### src/rtl/delay_cycle.sv
// rtl/delay_cycle.sv - programmable start-to-done delay timer
// Captures a length on start, runs it down, then emits a one-cycle done pulse.
module delay_cycle #(
  parameter int WIDTH = 8
) (
  input  logic             clk,
  input  logic             rst_n,
  input  logic             start,
  input  logic [WIDTH-1:0] times,
  output logic             done,
  output logic             busy
);

  typedef enum logic [1:0] {
    IDLE  = 2'd0,
    COUNT = 2'd1,
    FIRE  = 2'd2
  } state_t;

  state_t           state_q, state_d;
  logic [WIDTH-1:0] cnt_q, cnt_d;
  logic             done_q, done_d;
  logic             busy_q, busy_d;
  logic [WIDTH-1:0] load_val;

  // A zero length is treated as one cycle, so the reload never underflows.
  always_comb begin
    load_val = (times == '0) ? '0 : times - WIDTH'(1);
  end

  always_ff @(posedge clk or negedge rst_n) begin
    if (!rst_n) begin
      state_q <= IDLE;
      cnt_q   <= '0;
      done_q  <= 1'b0;
      busy_q  <= 1'b0;
    end else begin
      state_q <= state_d;
      cnt_q   <= cnt_d;
      done_q  <= done_d;
      busy_q  <= busy_d;
    end
  end

  // COUNT never looks at start, so unknown start values cannot disturb a run.
  always_comb begin
    state_d = state_q;
    cnt_d   = cnt_q;
    case (state_q)
      IDLE: begin
        if (start) begin
          state_d = COUNT;
          cnt_d   = load_val;
        end
      end
      COUNT: begin
        if (cnt_q != '0) begin
          cnt_d = cnt_q - WIDTH'(1);
        end else begin
          state_d = FIRE;
        end
      end
      FIRE: begin
        if (start) begin
          state_d = COUNT;
          cnt_d   = load_val;
        end else begin
          state_d = IDLE;
        end
      end
      default: begin
        state_d = IDLE;
        cnt_d   = '0;
      end
    endcase
  end

  // done trails FIRE by one cycle; busy is held off in that same cycle so
  // a back-to-back restart never overlaps the pulse.
  always_comb begin
    done_d = (state_q == FIRE);
    busy_d = (state_d == COUNT) && (state_q != FIRE);
  end

  assign done = done_q;
  assign busy = busy_q;

endmodule

### config.mk
export PLATFORM = sky130hd
export DESIGN_NAME = delay_cycle
export DESIGN_NICKNAME = d
export VERILOG_FILES = /design/src/rtl/delay_cycle.sv
export SDC_FILE = /design/constraint.sdc
export NUM_CORES = 1
export LEC_CHECK = 0
export CAP_MARGIN = 20
export CORE_MARGIN = 3
export CORE_UTILIZATION = 56
export CTS_CLUSTER_SIZE = 12
export DETAILED_ROUTE_END_ITERATION = 8
export MAX_ROUTING_LAYER = met4
export PLACE_DENSITY = 0.82
export RECOVER_POWER = 100
export SYNTH_ARGS = -nofsm -noshare
export SYNTH_HDL_FRONTEND = slang
export SYNTH_SLANG_ARGS = --single-unit
### constraint.sdc
create_clock -name clk -period 5.5 [get_ports clk]
set_input_delay 1.65 -clock clk [delete_from_list [all_inputs] [get_ports clk]]
set_output_delay 1.65 -clock clk [all_outputs]
set_load 0.01 [all_outputs]
==> metrics, run 1 <==
first drt pass iteration count 4; root buffer cell clkbuf_4; R2R setup slack 3.54 ns; CTS tree done; Fin. Hold Viols 0; Critical Path AT 3.53 ns; via count 775; Mapped Area 896 µm²; Antenna Nets Post-Route 0; routed len/inst 15.6 µm; final setup margin 2.13 ns; fill cell count 110; Tot Pwr 495 µW; dpl cell area 1000 µm²; first-pass GRT wire length 3.13 mm; Reg area 300 µm²; Max Freq 297 MHz; Syn Area/Cell 9.63 µm²; NetSw 209 µW; Post-Route WL 1.89 mm; setup TNS 0 ns; worst clock skew 0.00106 ns; critical path peak fanout 6; CP Class in2reg; number of global-route vias before repair 739; final period utilization 0.613; Hold Crit Start state_q[1]$_DFF_PN0_; initial antenna violation count 0; Post-Syn Nets 108; Yosys reg bits 12; status finished clean; Synth Instances 93; critical path data required time 5.66 ns; Worst-Skew Late Latency 0.28 ns; clk slew on worst S/H paths 0.08 ns; Post-Layout Cell Count 121; worst hold path type reg2reg; Netlist cell types 41; total gr overflow 0; placed wire-length estimate 1.47 mm; DRC Markers 0; P&R area growth vs syn 14.5%; reg-to-reg endpoint cnt_q[7]$_DFFE_PN0P_; cell area after layout 1030 µm²; Chip Width 46.0 µm; Net Sw Frac 0.423; Tot GR Track Use 0.215; Max clock buf depth 2; H-tree levels 1; post-CTS setup buffer count 0; Worst Max-Slew Pin Slew 0.681 ns; Min Clock Period, post-route 3.37 ns; synth warn 0; dpl ws 2.02 ns; Critical Path Max Stage Delay 0.64 ns; Seq/Total Area, Yosys 0.335; PwrDens 482 nW/µm²; I/O pins 13; setup violators final 0; Reg-to-Reg Start cnt_q[0]$_DFFE_PN0P_; Synth area leader dfrtp_1; port bufs 12; R2R depth 6; max-capacitance violation count 0; Clock power frac 0.145; most numerous cell in the Yosys netlist dfrtp_1; Peak VDD IR 0.000282 V; Synth async-reset ratio 1.00; placed cell count 117; Min Hold Slack 0.505 ns; worst-path cell chain dlygate4sd3_1 > nor4_1 > a21o_1 > o221ai_1 > a21boi_2; relative slew slack 0.542; hold_buf cts 0; Core ar. 1400 µm²; Cell Int Power 286 µW; nets 122; Flop pwr share 0.348; Lkg Pwr 0.398 nW; CTS buffer count 3; Main synth FF type dfrtp_1; Post-synth EDFFs 0; critical path capture point type flop; CP startpoint kind input port; clock sinks 12; Area contributors post-synth dfrtp_1, ha_1, nor3_1; CP max stage cell nor4_1; largest net degree at the start of global routing 15; die height 46.0 µm; area of the multi-input gates 528 µm²; layout cells sized above 1 0.104; std cell rows 13; unrepaired setup endpoints after global routing no; Hold EP busy$_DFF_PN0_; Hold Crit Depth 1; Placer Congestion 0.833; Starting Density 0.640; routed vias/inst 6.40; Commonest cells post-synth dfrtp_1, nor3_1, o21ai_1; share of the synthesized area in the top cell type 0.335; post-layout util 0.733; Ant. Diodes 0; die area 2120 µm²; Gate power share 0.506; iteration-0 DRC count of the detailed router 16; Slew Limit Fails 0; post-CTS sizing 0
[placed cells by master, fill, tap and decap left out, types with 3 or more instances in the layout]
master,n
clkdlybuf4s50_1,7
o21ai_1,6
clkbuf_4,3
inv_1,6
a21oi_1,4
ha_1,4
o21ai_0,4
dfrtp_1,12
xnor2_1,3
dlygate4sd3_1,5
nand2b_1,4
nor2_1,6
nor3_1,7
[power by group through the flow]
stage	logic, mW	clock network (mW)	registers [mW]
after detailed placement	0.264	0	0.172
after floorplan	0.234	0	0.157
after global placement	0.256	0	0.171
after CTS	0.265	0.0730	0.171
after global routing	0.276	0.0780	0.178
final	0.250	0.0719	0.172
[worst max-delay path, delay by kind of cell]
family | cells | cell delay (ns)
simple gates | 1 | 0.64
compound gates | 3 | 0.64
buf+inv | 1 | 0.59
[worst max path at each step]
stage                  start                    to  slack [ns]  cells after the start
finish              times[4]  cnt_q[1]$_DFFE_PN0P_        2.13                      5
global placement    times[4]  cnt_q[4]$_DFFE_PN0P_        2.11                      5
floorplan           times[4]  cnt_q[3]$_DFFE_PN0P_        2.74                      4
detailed placement  times[4]  cnt_q[4]$_DFFE_PN0P_        2.02                      5
global route        times[4]  cnt_q[1]$_DFFE_PN0P_        2.04                      5
CTS                 times[4]  cnt_q[4]$_DFFE_PN0P_        2.32                      5
[cell families after synthesis]
family | after synthesis | share of synthesized area
and+or+nand+nor | 33 | 0.216
AOI/OAI and AO/OA | 31 | 0.291
DFF | 12 | 0.335
buffers and inverters | 9 | 0.0628
xor gates and xnor gates | 4 | 0.0391
adders and majority gates | 4 | 0.0559
[sequential cells by signal, indices dropped and copies added (netlist names)]
register,count
state_q,2
cnt_q,8
busy,1
done,1
[final cells by class]
class,count,area share
inverters,6,0.0220
flip-flops and latches,12,0.293
multi-input cells,72,0.515
repair buffers,12,0.117
well taps,15,0.0183
clock buffers,4,0.0354
[routing by layer]
layer,part of all wire,vias to the layer above,wire [µm],track usage
met5,0,-,0,-
met4,0.012,0,23,0.119
met3,0.040,3,75,0.0277
met2,0.50,21,948,0.354
met1,0.45,375,847,0.247
li1,-,376,-,-
Power figures use the tool's default switching activity.
==> inputs of run 2 (changes only) <==
--- a/config.mk
+++ b/config.mk
@@ -6,12 +6,13 @@
 export NUM_CORES = 1
 export LEC_CHECK = 0
 export CAP_MARGIN = 20
+export CORE_ASPECT_RATIO = 1.25
 export CORE_MARGIN = 3
-export CORE_UTILIZATION = 56
+export CORE_UTILIZATION = 47
 export CTS_CLUSTER_SIZE = 12
 export DETAILED_ROUTE_END_ITERATION = 8
 export MAX_ROUTING_LAYER = met4
-export PLACE_DENSITY = 0.82
+export PLACE_DENSITY = 0.73
 export RECOVER_POWER = 100
 export SYNTH_ARGS = -nofsm -noshare
 export SYNTH_HDL_FRONTEND = slang
==> constraint.sdc (replaced) <==
create_clock -name clk -period 2.95 [get_ports clk]
set_input_delay 0.885 -clock clk [delete_from_list [all_inputs] [get_ports clk]]
set_output_delay 0.885 -clock clk [all_outputs]
set_load 0.01 [all_outputs]
==> metrics, run 2 (same netlist as run 1, synthesis figures left out) <==
Post-Route WL 1.89 mm (-0.16%); Ant. Diodes 0 (unchanged); max FFs per register 8 (unchanged); Fin. Hold Viols 0 (unchanged); CTS buffer count 3 (unchanged); nets 123 (+0.82%); Worst-Skew Late Latency 0.27 ns (about the same); setup violators final 0 (unchanged); max-capacitance violation count 0 (unchanged); via count 781 (+0.77%); Hold Crit Start state_q[1]$_DFF_PN0_; critical path capture point type flop; post-CTS setup buffer count 0 (unchanged); CP max stage cell dlygate4sd3_1; Peak VDD IR 0.000345 V (+22%); first-pass GRT wire length 3.06 mm (-2.4%); post-CTS sizing 0 (unchanged); dpl ws 0.416 ns (-1.60 ns); setup TNS 0 ns (unchanged); die area 2470 µm² (+17%); Slew Limit Fails 0 (unchanged); routed vias/inst 6.20 (-3.2%); status finished clean; Tot GR Track Use 0.168 (-0.0473); die height 54.8 µm (+19%); Flop pwr share 0.346 (-0.002); top flop regs cnt_q x8, state_q x2; PwrDens 893 nW/µm² (+85%); CP Class in2reg; number of global-route vias before repair 741 (+0.27%); clock sinks 12 (unchanged); reg-to-reg endpoint cnt_q[5]$_DFFE_PN0P_; final setup margin 0.496 ns (-1.63 ns); Reg-to-Reg Start cnt_q[0]$_DFFE_PN0P_; DRC Markers 0 (unchanged); Chip Width 45.1 µm (-2.1%); worst hold path type reg2reg; worst-path cell chain dlygate4sd3_1 > nor4_1 > clkbuf_1 > a21o_1 > o221ai_1 > a21boi_2; Min Clock Period, post-route 2.45 ns; I/O pins 13 (unchanged); first drt pass iteration count 4 (unchanged); root buffer cell clkbuf_4; Critical Path AT 2.60 ns (-0.93 ns); critical path data required time 3.10 ns (-2.56 ns); std cell rows 17 (+4); CTS tree done; iteration-0 DRC count of the detailed router 27 (+11); placed wire-length estimate 1.49 mm (+1.0%); CP startpoint kind input port; clk slew on worst S/H paths 0.08 ns (about the same); Clock power frac 0.142 (-0.003); Critical Path Max Stage Delay 0.58 ns (-0.06 ns); CP Buf/Inv Count 2 (+1); Max Freq 407 MHz; routed len/inst 15.0 µm (-4.1%); Placer Congestion 0.835 (+0.24%); Hold Crit Depth 1 (unchanged); P&R area growth vs syn 15.9%; commonest non-fill, non-tap cell in the layout dfrtp_1; Max clock buf depth 2 (unchanged); hold_buf cts 0 (unchanged); relative slew slack 0.543 (+0.00185); worst clock skew 0.00248 ns (+0.00142 ns); initial antenna violation count 0 (unchanged); Antenna Nets Post-Route 0 (unchanged); Worst Max-Slew Pin Slew 0.680 ns (-0.00173 ns); layout cells sized above 1 0.112 (+0.00838); H-tree levels 1 (unchanged); largest reg by FF count cnt_q; most frequent cells in the layout dfrtp_1, clkdlybuf4s50_1, nor3_1, o21ai_1; Cell Int Power 536 µW (+88%); Net Sw Frac 0.422 (-0.000609); NetSw 391 µW (+87%); total gr overflow 0 (unchanged); R2R depth 5 (-1); Starting Density 0.501 (-0.139); Crit path max-delay family buffers and inverters; Gate power share 0.512 (+0.006); final period utilization 0.832; port bufs 12 (unchanged); unrepaired setup endpoints after global routing no; Hold EP busy$_DFF_PN0_; critical path peak fanout 6 (unchanged); Core ar. 1790 µm² (+28%); Lkg Pwr 0.399 nW (+0.17%); R2R setup slack 0.88 ns (-2.66 ns); largest net degree at the start of global routing 15 (unchanged)
run 2: cell count changes in the layout (fill, tap and decap cells not counted):
| cell | change |
|---|---|
| a21oi_1 | -1 |
| a21oi_2 | +1 |
| clkbuf_1 | +1 |
| clkdlybuf4s50_1 | +1 |
| dlygate4sd3_1 | -1 |
| o21ai_0 | -1 |
| o21ai_1 | +1 |
| o311ai_0 | +1 |
| o311ai_1 | -1 |
run 2: layout make-up:
type	count	area (µm²)
Timing Repair Buffer	13	124
Sequential cell	12	300
Inverter	6	22.5
Multi-Input combinational cell	72	532
Fill cell	173	748
Clock buffer	4	36.3
Tap cell	19	23.8
run 2: worst max path at each step:
stage,from,end,slack (ns),cells after the start
6_report,times[4],cnt_q[1]$_DFFE_PN0P_,0.50,6
5_1_grt,times[4],cnt_q[1]$_DFFE_PN0P_,0.32,6
4_1_cts,times[4],cnt_q[4]$_DFFE_PN0P_,0.70,6
3_5_place_dp,times[0],cnt_q[0]$_DFFE_PN0P_,0.42,7
3_3_place_gp,times[0],cnt_q[0]$_DFFE_PN0P_,0.44,7
2_1_floorplan,times[4],cnt_q[3]$_DFFE_PN0P_,0.95,4
run 2: routing by layer:
layer  vias to the layer above  wire length [µm]  global-route usage
li1                        378                 -                   -
met4                         0                21              0.0683
met5                         -                 0                   -
met1                       359               793               0.186
met2                        40               972               0.295
met3                         4               102              0.0263
run 2: stage by stage:
stage                     area [µm²]  instances  power (mW)   util  hold slack (ns)
after floorplan                  896         93       0.729      -            0.457
after global placement          1010        122       0.808  0.567            0.493
after detailed placement        1010        122       0.818  0.567            0.505
after CTS                       1050        126       0.949  0.588            0.516
after global routing            1040        126        1.00  0.581            0.552
final                           1040        126       0.927  0.581            0.512
run 2: power by group through the flow:
stage | Clock (mW) | Sequential [mW] | Combinational, mW
global placement | 0 | 0.321 | 0.487
global route | 0.139 | 0.336 | 0.528
CTS | 0.133 | 0.321 | 0.495
floorplan | 0 | 0.292 | 0.437
detailed placement | 0 | 0.325 | 0.494
finish | 0.132 | 0.321 | 0.475
